**config.mk**
```make
export PLATFORM = sky130hd
export DESIGN_NAME = pipe_stage_buf_flat
export DESIGN_NICKNAME = d
export VERILOG_FILES = /design/src/rtl/pipe_pkg.sv /design/src/rtl/pipe_stage_buf_if.sv /design/src/rtl/pipe_buf_ptr.sv /design/src/rtl/pipe_stage_buf.sv /design/src/flat_wrapper.sv
export SDC_FILE = /design/constraint.sdc
export NUM_CORES = 1
export LEC_CHECK = 0
export CAP_MARGIN = 25
export CORE_MARGIN = 2
export CORE_UTILIZATION = 44
export DETAILED_ROUTE_END_ITERATION = 7
export GPL_ROUTABILITY_DRIVEN = 0
export PLACE_DENSITY = 0.73
export SLEW_MARGIN = 20
export SYNTH_ARGS = -nofsm -noshare
export SYNTH_HDL_FRONTEND = slang
export SYNTH_HIERARCHICAL = 1
export SYNTH_SLANG_ARGS = --single-unit
```
**constraint.sdc**
```tcl
create_clock -name clk -period 17.75 [get_ports clk]
set_clock_uncertainty 0.05 [all_clocks]
set_input_delay 3.55 -clock clk [delete_from_list [all_inputs] [get_ports clk]]
set_output_delay 3.55 -clock clk [all_outputs]
set_load 0.02 [all_outputs]
```
**src/rtl/pipe_pkg.sv**
```systemverilog
// pipe_pkg: definitions shared by the pipeline-stage buffers.
//   - Bundle widths for each stage boundary.
//   - clog2(): pointer and occupancy sizing, usable in parameter expressions.
//   - aluControl_t: the 14-bit ALUControl field carried inside the D/E bundle.
//   - occState_t: names for the buffer occupancy states (EMPTY/PARTIAL/FULL).
package pipe_pkg;

    localparam int DE_BUNDLE_W = 120;  // PC+2, control, operands, Inst, register IDs
    localparam int FD_BUNDLE_W = 33;

    typedef logic [13:0] aluControl_t;

    typedef enum logic [1:0] {
        OCC_EMPTY   = 2'd0,
        OCC_PARTIAL = 2'd1,
        OCC_FULL    = 2'd2
    } occState_t;

    // Ceiling log2; clog2(1) = 0, clog2(2) = 1, clog2(8) = 3.
    function automatic int clog2(input int value);
        int result;
        int rem;
        result = 0;
        rem    = value - 1;
        while (rem > 0) begin
            result = result + 1;
            rem    = rem >> 1;
        end
        return result;
    endfunction

endpackage

```
**src/rtl/pipe_stage_buf_if.sv**
```systemverilog
// pipe_stage_buf_if: stage-boundary bus for pipe_stage_buf.
//   Upstream side : in_valid, in_ready, in_data, flush
//   Downstream side: out_valid, out_ready, out_data
//   Status        : count (occupancy)
// Modports: slave = the buffer, master = the surrounding stages.
//
// Handshake: a transfer happens at a rising clk edge exactly when valid and
// ready are both 1 on that side. valid may rise or drop at any time without
// waiting for ready; data is only meaningful while valid is 1 and is sampled
// only on the transferring edge. in_ready may depend combinationally on
// out_ready (full buffer still accepts when the head is leaving).
interface pipe_stage_buf_if
    import pipe_pkg::*;
#(
    parameter int DATA_W = DE_BUNDLE_W,
    parameter int DEPTH  = 2
);
    logic                     in_valid;
    logic                     in_ready;
    logic [DATA_W-1:0]        in_data;
    logic                     flush;
    logic                     out_valid;
    logic                     out_ready;
    logic [DATA_W-1:0]        out_data;
    logic [clog2(DEPTH):0]    count;

    modport slave (
        input  in_valid, in_data, flush, out_ready,
        output in_ready, out_valid, out_data, count
    );

    modport master (
        output in_valid, in_data, flush, out_ready,
        input  in_ready, out_valid, out_data, count
    );
endinterface

```
**src/rtl/pipe_buf_ptr.sv**
```systemverilog
// pipe_buf_ptr: wrap-around read/write pointers plus occupancy counter.
//   clk, rst_n : clock, asynchronous active-low reset
//   push, pop  : advance wrPtr / rdPtr (caller guarantees no overflow/underflow)
//   clear      : synchronous return to empty; overrides push and pop
//   wrPtr      : next slot to write
//   rdPtr      : head slot
//   count      : occupancy, 0..DEPTH
// DEPTH is a power of two, so the pointers wrap by natural overflow.
module pipe_buf_ptr
    import pipe_pkg::*;
#(
    parameter  int DEPTH = 2,
    localparam int PTR_W = clog2(DEPTH),
    localparam int CNT_W = PTR_W + 1
) (
    input  logic             clk,
    input  logic             rst_n,
    input  logic             push,
    input  logic             pop,
    input  logic             clear,
    output logic [PTR_W-1:0] wrPtr,
    output logic [PTR_W-1:0] rdPtr,
    output logic [CNT_W-1:0] count
);

    always_ff @(posedge clk or negedge rst_n) begin
        if (!rst_n) begin
            wrPtr <= '0;
            rdPtr <= '0;
            count <= '0;
        end else if (clear) begin
            wrPtr <= '0;
            rdPtr <= '0;
            count <= '0;
        end else begin
            if (push) wrPtr <= wrPtr + PTR_W'(1);
            if (pop)  rdPtr <= rdPtr + PTR_W'(1);
            // Simultaneous push and pop leaves occupancy unchanged.
            if (push && !pop)      count <= count + CNT_W'(1);
            else if (pop && !push) count <= count - CNT_W'(1);
        end
    end

endmodule

```
**src/rtl/pipe_stage_buf.sv**
```systemverilog
// pipe_stage_buf: elastic pipeline register with a DEPTH-entry skid FIFO.
//   clk, rst_n   : stage clock, asynchronous active-low reset
//   bus (slave)  : in_valid/in_ready/in_data, flush,
//                  out_valid/out_ready/out_data, count
//   perf_clr     : (PIPE_STAGE_PERF_EN) synchronous clear of stall_cycles
//   stall_cycles : (PIPE_STAGE_PERF_EN) saturating count of cycles with
//                  out_valid & ~out_ready
// Optional feature macro: PIPE_STAGE_PERF_EN (undefined by default).
// DATA_W and DEPTH must match the parameters of the connected interface.
module pipe_stage_buf
    import pipe_pkg::*;
#(
    parameter int DATA_W      = DE_BUNDLE_W,
    parameter int DEPTH       = 2,
    parameter bit ZERO_BUBBLE = 1'b1
) (
    input  logic        clk,
    input  logic        rst_n,
`ifdef PIPE_STAGE_PERF_EN
    input  logic        perf_clr,
    output logic [15:0] stall_cycles,
`endif
    pipe_stage_buf_if.slave bus
);

    localparam int PTR_W = clog2(DEPTH);
    localparam int CNT_W = PTR_W + 1;

    logic [PTR_W-1:0]  wrPtr;
    logic [PTR_W-1:0]  rdPtr;
    logic [CNT_W-1:0]  count;
    logic              inReady;
    logic              outValid;
    logic              pushEn;
    logic              popEn;
    logic [DATA_W-1:0] outData;
    logic [DATA_W-1:0] entryMem [DEPTH];

    // A full buffer still accepts when the head leaves in the same cycle;
    // this makes in_ready combinational in out_ready on purpose.
    assign inReady  = (count < CNT_W'(DEPTH)) | bus.out_ready;
    assign outValid = (count != '0);

    // A same-cycle push is lost on flush; a same-cycle pop still counts as
    // consumed by downstream, the pointer clear simply wins over it.
    assign pushEn = bus.in_valid & inReady & ~bus.flush;
    assign popEn  = outValid & bus.out_ready;

    pipe_buf_ptr #(
        .DEPTH (DEPTH)
    ) uPtr (
        .clk   (clk),
        .rst_n (rst_n),
        .push  (pushEn),
        .pop   (popEn),
        .clear (bus.flush),
        .wrPtr (wrPtr),
        .rdPtr (rdPtr),
        .count (count)
    );

    // Payload storage carries no reset; occupancy alone says what is live.
    always_ff @(posedge clk) begin
        if (pushEn) entryMem[wrPtr] <= bus.in_data;
    end

    // An empty stage presents an all-zero (NOP) bundle when ZERO_BUBBLE is set.
    always_comb begin
        outData = entryMem[rdPtr];
        if (ZERO_BUBBLE && !outValid) outData = '0;
    end

    assign bus.in_ready  = inReady;
    assign bus.out_valid = outValid;
    assign bus.out_data  = outData;
    assign bus.count     = count;

`ifdef PIPE_STAGE_PERF_EN
    logic [15:0] stallCnt;

    always_ff @(posedge clk or negedge rst_n) begin
        if (!rst_n) begin
            stallCnt <= '0;
        end else if (perf_clr) begin
            stallCnt <= '0;
        end else if (outValid && !bus.out_ready && (stallCnt != 16'hFFFF)) begin
            stallCnt <= stallCnt + 16'd1;
        end
    end

    assign stall_cycles = stallCnt;
`endif

endmodule

```
**src/flat_wrapper.sv**
```systemverilog
// flat-port wrapper written by rule: the top's interface ports become plain ports
module pipe_stage_buf_flat import pipe_pkg::*;
#(
    parameter int DATA_W      = DE_BUNDLE_W,
    parameter int DEPTH       = 2,
    parameter bit ZERO_BUBBLE = 1'b1
)
  (clk, rst_n, bus_in_valid, bus_in_data, bus_flush, bus_out_ready, bus_in_ready, bus_out_valid, bus_out_data, bus_count);
  pipe_stage_buf_if #(.DATA_W(DATA_W), .DEPTH(DEPTH)) bus_i ();
  input  logic clk;
  input  logic rst_n;
  input wire logic [$bits(bus_i.in_valid)-1:0] bus_in_valid;
  input wire logic [$bits(bus_i.in_data)-1:0] bus_in_data;
  input wire logic [$bits(bus_i.flush)-1:0] bus_flush;
  input wire logic [$bits(bus_i.out_ready)-1:0] bus_out_ready;
  output wire logic [$bits(bus_i.in_ready)-1:0] bus_in_ready;
  output wire logic [$bits(bus_i.out_valid)-1:0] bus_out_valid;
  output wire logic [$bits(bus_i.out_data)-1:0] bus_out_data;
  output wire logic [$bits(bus_i.count)-1:0] bus_count;
  assign bus_i.in_valid = bus_in_valid;
  assign bus_i.in_data = bus_in_data;
  assign bus_i.flush = bus_flush;
  assign bus_i.out_ready = bus_out_ready;
  assign bus_in_ready = bus_i.in_ready;
  assign bus_out_valid = bus_i.out_valid;
  assign bus_out_data = bus_i.out_data;
  assign bus_count = bus_i.count;
  pipe_stage_buf #(.DATA_W(DATA_W), .DEPTH(DEPTH), .ZERO_BUBBLE(ZERO_BUBBLE)) u_core (.clk(clk), .rst_n(rst_n), .bus(bus_i));
endmodule
```
==> impl_metrics.json, run 1 <==
{
  "ys.flop_type": "edfxtp_1",
  "final_core_util_pct": 61.1,
  "synthArstFlopShare_pct": 1.64,
  "cp_slowest_stage_delay_ns": 0.55,
  "cts_tree": "built",
  "grt_setup_unrepaired": "false",
  "grt_pass1_wl_um": 28200,
  "maxCapViolations": 0,
  "hpwl_um": 12300,
  "final_area_um2": 12800,
  "num_vias": 5255,
  "critical_path.endpoint_type": "output port",
  "hold_end": "u_core/uPtr/wrPtr",
  "synth_xor_area_share_pct": 0.279,
  "worstMarginPinSlew_ns": 1.00,
  "crit_buf_inv": 3,
  "reg2reg_from": "u_core/uPtr/count[1]",
  "antenna_found_initial": 0,
  "core_area_um2": 21000,
  "synth_common_cells": "edfxtp_1 (240), nor2_1 (124), mux2i_1 (120)",
  "drtAntennaViolNets": 0,
  "grt_use_total_pct": 16.0,
  "powerDensity_nw_per_um2": 118,
  "syn_area_per_cell_um2": 17.7,
  "final_hold_viol_count": 0,
  "synthSimpleGateAreaFrac_pct": 5.94,
  "power_w": 0.00152,
  "critPathArrivalTime_ns": 4.97,
  "wl_per_cell_um": 17.4,
  "start_util_pct": 44.8,
  "num_rows": 53,
  "die_y_um": 150,
  "area_growth_pct": 36.5,
  "fin_crit_sh_pct": 48.3,
  "r2r-end": "u_core/entryMem[0][11]",
  "ctsLongestPathBuffers": 3,
  "die_area_um2": 22600,
  "path_clk_slew_ns": 0.06,
  "grt_pass1_vias": 5430,
  "drt_first_iter_violations": 190,
  "worst-r2r-setup-slack_ns": 14.85,
  "clk_latency_ns": 0.50,
  "relSlewSlack_pct": 33.3,
  "syn-num-nets": 657,
  "yosysWarnings": 6,
  "n_antenna_cell": 0,
  "path_max_fanout": 4,
  "rr_worst_depth": 4,
  "p_leak_nw": 4.21,
  "netlist_area_um2": 9410,
  "cts_setup_buffers": 0,
  "drive_above_1_share_pct": 6.09,
  "cts-root-buf": "clkbuf_16",
  "path_cells": "clkdlybuf4s50_1 > nor2b_1 > inv_1 > clkdlybuf4s50_1",
  "synth.area.mux_share_pct": 12.8,
  "critPathSlowestCell": "clkdlybuf4s50_1",
  "path_class": "in2out",
  "viasPerCell": 4.87,
  "finalSetupViolCount": 0,
  "synth_top_family_by_area": "multiplexers",
  "path_common_cell": "clkdlybuf4s50_1",
  "synthTopCellsByArea": "edfxtp_1 (77%), mux2i_1 (13%), nor2_1 (4.9%), buf_12 (2.3%), dfrtp_1 (1.1%)",
  "cts_buffers": 25,
  "yosys_register_bits": 244,
  "holdBufCountCts": 0,
  "die-width_um": 150,
  "syn_inst": 532,
  "ys_seq_area_share_pct": 77.6,
  "yosysTopAreaCellShare_pct": 76.6,
  "grt_max_degree": 66,
  "whs_ns": 0.573,
  "dr.pass1.iters": 4,
  "synth-edff-count": 240,
  "ir_drop_mv": 0.0716,
  "synth_compound_area_share_pct": 0.0532,
  "nNetsFinal": 914,
  "routed_wl_um": 18700,
  "status": "finished clean",
  "cts_resized": 0,
  "synth.distinct_cells": 22,
  "hp-start": "u_core/uPtr/wrPtr",
  "htree_num_levels": 1,
  "timing.fmax_mhz": 117,
  "clkSinkCount": 244,
  "cp_top_family": "buffers and inverters",
  "min_period_ns": 8.57,
  "yosys.area_share.adder_pct": 0,
  "synth_top_cell_by_area": "edfxtp_1",
  "holdCritPathClass": "reg2reg",
  "pin_count": 249,
  "grt-ovfl-total": 0,
  "synth.most_common_cell": "edfxtp_1",
  "whs_path_depth": 2,
  "drv_slew": 0,
  "fin_tns_setup_ns": 0,
  "io_buffers": 248,
  "drcViolationCount": 0,
  "cp.required_ns": 14.15,
  "start_kind": "input pin",
  "dpl_cell_area_um2": 12100
}
[cells by family (layout without fill, tap and decap cells)]
kind of cell / count (synthesis) / in the layout
AO/OA/AOI/OAI: 1 / 1
XOR/XNOR: 3 / 3
buffers and inverters: 29 / 301
flip-flops: 244 / 244
multiplexers: 120 / 120
AND/OR/NAND/NOR: 135 / 135
[metrics by stage]
| stage | setup slack [ns] | instances |
|---|---|---|
| 3_5_place_dp | 9.18 | 1036 |
| 3_3_place_gp | 9.21 | 1034 |
| 5_1_grt | 9.11 | 1079 |
| 6_report | 9.18 | 1079 |
| 4_1_cts | 9.18 | 1078 |
| 2_1_floorplan | 0.928 | 532 |
[report_power, final]
part	internal, W	switching [W]
Sequential	0.000662	0.0000188
Combinational	0.000171	0.000185
Clock	0.000285	0.000196
[how the worst max path moves through the flow]
stage                              from               endpoint  cells after the start
final                     bus_out_ready           bus_in_ready                      4
after global routing      bus_out_ready           bus_in_ready                      4
after CTS                 bus_out_ready           bus_in_ready                      4
after detailed placement  bus_out_ready           bus_in_ready                      4
after global placement    bus_out_ready           bus_in_ready                      4
after floorplan           bus_out_ready  u_core/entryMem[0][0]                      2
[registers in the layout, summed over array words and instances (netlist names)]
register           flops
u_core/uPtr/wrPtr      1
u_core/uPtr/count      2
u_core/entryMem      240
u_core/uPtr/rdPtr      1
[area by class of cell]
type | count | area [um2]
Tap cell | 275 | 344
Clock inverter | 13 | 111
Fill cell | 1547 | 8180
Sequential cell | 244 | 7310
Timing Repair Buffer | 257 | 2610
Inverter | 2 | 7.51
Multi-Input combinational cell | 259 | 1820
Clock buffer | 29 | 641
[layer usage]
metal / vias up / part of all wire [%] / track usage, %
li1: 2486 / - / -
met1: 2535 / 40 / 20.1
met2: 211 / 48 / 27.2
met3: 23 / 9.5 / 4.88
met4: 0 / 1.9 / 4.01
met5: - / 0 / 0
[cells in the final DEF (no fill, tap or decap), drive strengths merged]
cell / instances
clkdlybuf4s50: 248
edfxtp: 240
nor2: 124
mux2i: 120
clkbuf: 29
clkinv: 10
buf: 9
dfrtp: 4
nor3b: 3
bufinv: 2
inv: 2
and2: 2
xnor2: 2
nor3: 2
clkinvlp: 1
nor2b: 1
nor4b: 1
nor4bb: 1
and3b: 1
o21ai: 1
xor2: 1
[worst min-delay path, cell delays in order (launching register included)]
cell and delay [ns]:
dfrtp_1 0.41, xnor2_1 0.13, nor2_1 0.04
(Power assumes the default switching activity.)
==> inputs of run 2 (changes only) <==
Settings changed: PLACE_DENSITY 0.73 to 0.75.
Clock period 17.75 ns to 6.9 ns, I/O delays scaled along.
==> impl_metrics.json, run 2 (same netlist as run 1, synthesis figures left out) <==
{
  "grt_use_total_pct": 15.8,
  "drive_above_1_share_pct": 6.23,
  "die_area_um2": 22600,
  "ir_drop_mv": 0.190,
  "area_growth_pct": 37.2,
  "clkSinkCount": 244,
  "grt_setup_unrepaired": "false",
  "htree_num_levels": 1,
  "start_util_pct": 44.8,
  "powerDensity_nw_per_um2": 312,
  "num_vias": 5233,
  "fin_tns_setup_ns": 0,
  "grt_pass1_wl_um": 27900,
  "cts_buffers": 25,
  "fin_crit_sh_pct": 66.7,
  "reg2reg_from": "u_core/uPtr/count[1]",
  "path_cells": "buf_12 > mux2i_1 > nor2_1 > clkdlybuf4s50_1",
  "drt_first_iter_violations": 250,
  "cp_slowest_stage_delay_ns": 1.08,
  "status": "finished clean",
  "path_clk_slew_ns": 0.06,
  "clk_latency_ns": 0.51,
  "start_kind": "flip-flop",
  "r2r-end": "u_core/entryMem[1][65]",
  "finalSetupViolCount": 0,
  "grt_max_degree": 113,
  "top_layer": "met4",
  "dp_slack_ns": 2.50,
  "wl_met2_um": 9750,
  "num_rows": 53,
  "drcViolationCount": 0,
  "final_cell_count_no_fill": 1078,
  "crit_start": "u_core/uPtr/rdPtr",
  "critPathSlowestCell": "dfrtp_4",
  "antenna_found_initial": 0,
  "cts_tree": "built",
  "cts_resized": 0,
  "nNetsFinal": 910,
  "largestRegisters": "u_core/entryMem x240, u_core/uPtr/count x2",
  "drv_slew": 0,
  "wl_met3_um": 1380,
  "grt_pass1_vias": 5612,
  "relSlewSlack_pct": 30.2,
  "dr.pass1.iters": 4,
  "routed_wl_um": 18800,
  "path_class": "reg2out",
  "rr_worst_depth": 3,
  "dpl_cell_area_um2": 12000,
  "hpwl_um": 12000,
  "core_area_um2": 21000,
  "critical_path.endpoint_type": "output port",
  "maxCapViolations": 0,
  "worst-r2r-setup-slack_ns": 4.40,
  "ctsLongestPathBuffers": 3,
  "viasPerCell": 4.85,
  "grt-ovfl-total": 0,
  "worstMarginPinSlew_ns": 1.05,
  "pin_count": 249,
  "crit_end": "bus_out_data[114]",
  "final_area_um2": 12900,
  "final_core_util_pct": 61.4,
  "cp.required_ns": 5.47,
  "p_leak_nw": 4.23,
  "io_buffers": 248,
  "cts_setup_buffers": 0,
  "holdBufCountCts": 0,
  "die-width_um": 150,
  "dp.cells": 1033,
  "cts-root-buf": "clkbuf_16",
  "final_hold_viol_count": 0,
  "final_common_cell": "clkdlybuf4s50_1",
  "wl_per_cell_um": 17.4,
  "wl_met1_um": 7110,
  "die_y_um": 150,
  "timing.fmax_mhz": 217,
  "n_antenna_cell": 0,
  "largest_register": "u_core/entryMem",
  "holdCritPathClass": "reg2reg",
  "layout_setup_ws_ns": 2.30,
  "min_period_ns": 4.60,
  "layout_common_cells": "clkdlybuf4s50_1 (248), edfxtp_1 (240), nor2_1 (123)",
  "drtAntennaViolNets": 0,
  "largest_reg_flops": 240,
  "path_max_fanout": 63,
  "critPathArrivalTime_ns": 3.17
}
[run 2: layout make-up]
cell class | instances | area (um2)
multi-input cells | 259 | 1830
inverters | 2 | 7.51
repair buffers | 253 | 2560
well taps | 275 | 344
clock inverters | 18 | 225
fillers | 1555 | 8110
flip-flops and latches | 244 | 7310
clock buffers | 27 | 633
[run 2: how the worst min path moves through the flow]
stage	startpoint	endpoint	slack [ns]	depth (start not counted)
floorplan	u_core/uPtr/rdPtr	u_core/uPtr/rdPtr	0.45	2
global placement	u_core/uPtr/wrPtr	u_core/uPtr/wrPtr	0.55	2
detailed placement	u_core/uPtr/wrPtr	u_core/uPtr/wrPtr	0.58	2
CTS	u_core/uPtr/wrPtr	u_core/uPtr/wrPtr	0.62	2
global route	u_core/uPtr/wrPtr	u_core/uPtr/wrPtr	0.64	2
finish	u_core/uPtr/wrPtr	u_core/uPtr/wrPtr	0.62	2
[run 2: worst max-delay path, delay by kind of cell, from the launching register on]
kind | cells | cell delay [ns]
buffers and inverters | 2 | 1.10
and+or+nand+nor | 1 | 0.17
DFF | 1 | 1.08
muxes | 1 | 0.14
[run 2: per-layer routing]
metal  global-route usage, %  vias up
li1                        -     2489
met1                    18.6     2503
met2                    28.4      203
met3                    3.91       38
met4                    5.42        0
met5                       0        -
[run 2: metrics by stage]
step / power [W] / hold slack (ns)
2_1_floorplan: 0.00230 / 0.452
3_3_place_gp: 0.00267 / 0.546
3_5_place_dp: 0.00268 / 0.583
4_1_cts: 0.00408 / 0.619
5_1_grt: 0.00418 / 0.642
6_report: 0.00403 / 0.618
[run 2: power by group]
part	switching (W)	internal, W	leakage [nW]	total [W]
clock network	0.000533	0.000852	0.419	0.00139
registers	0.0000506	0.00170	2.25	0.00175
logic	0.000468	0.000424	1.56	0.000892
total	0.00105	0.00298	4.23	0.00403
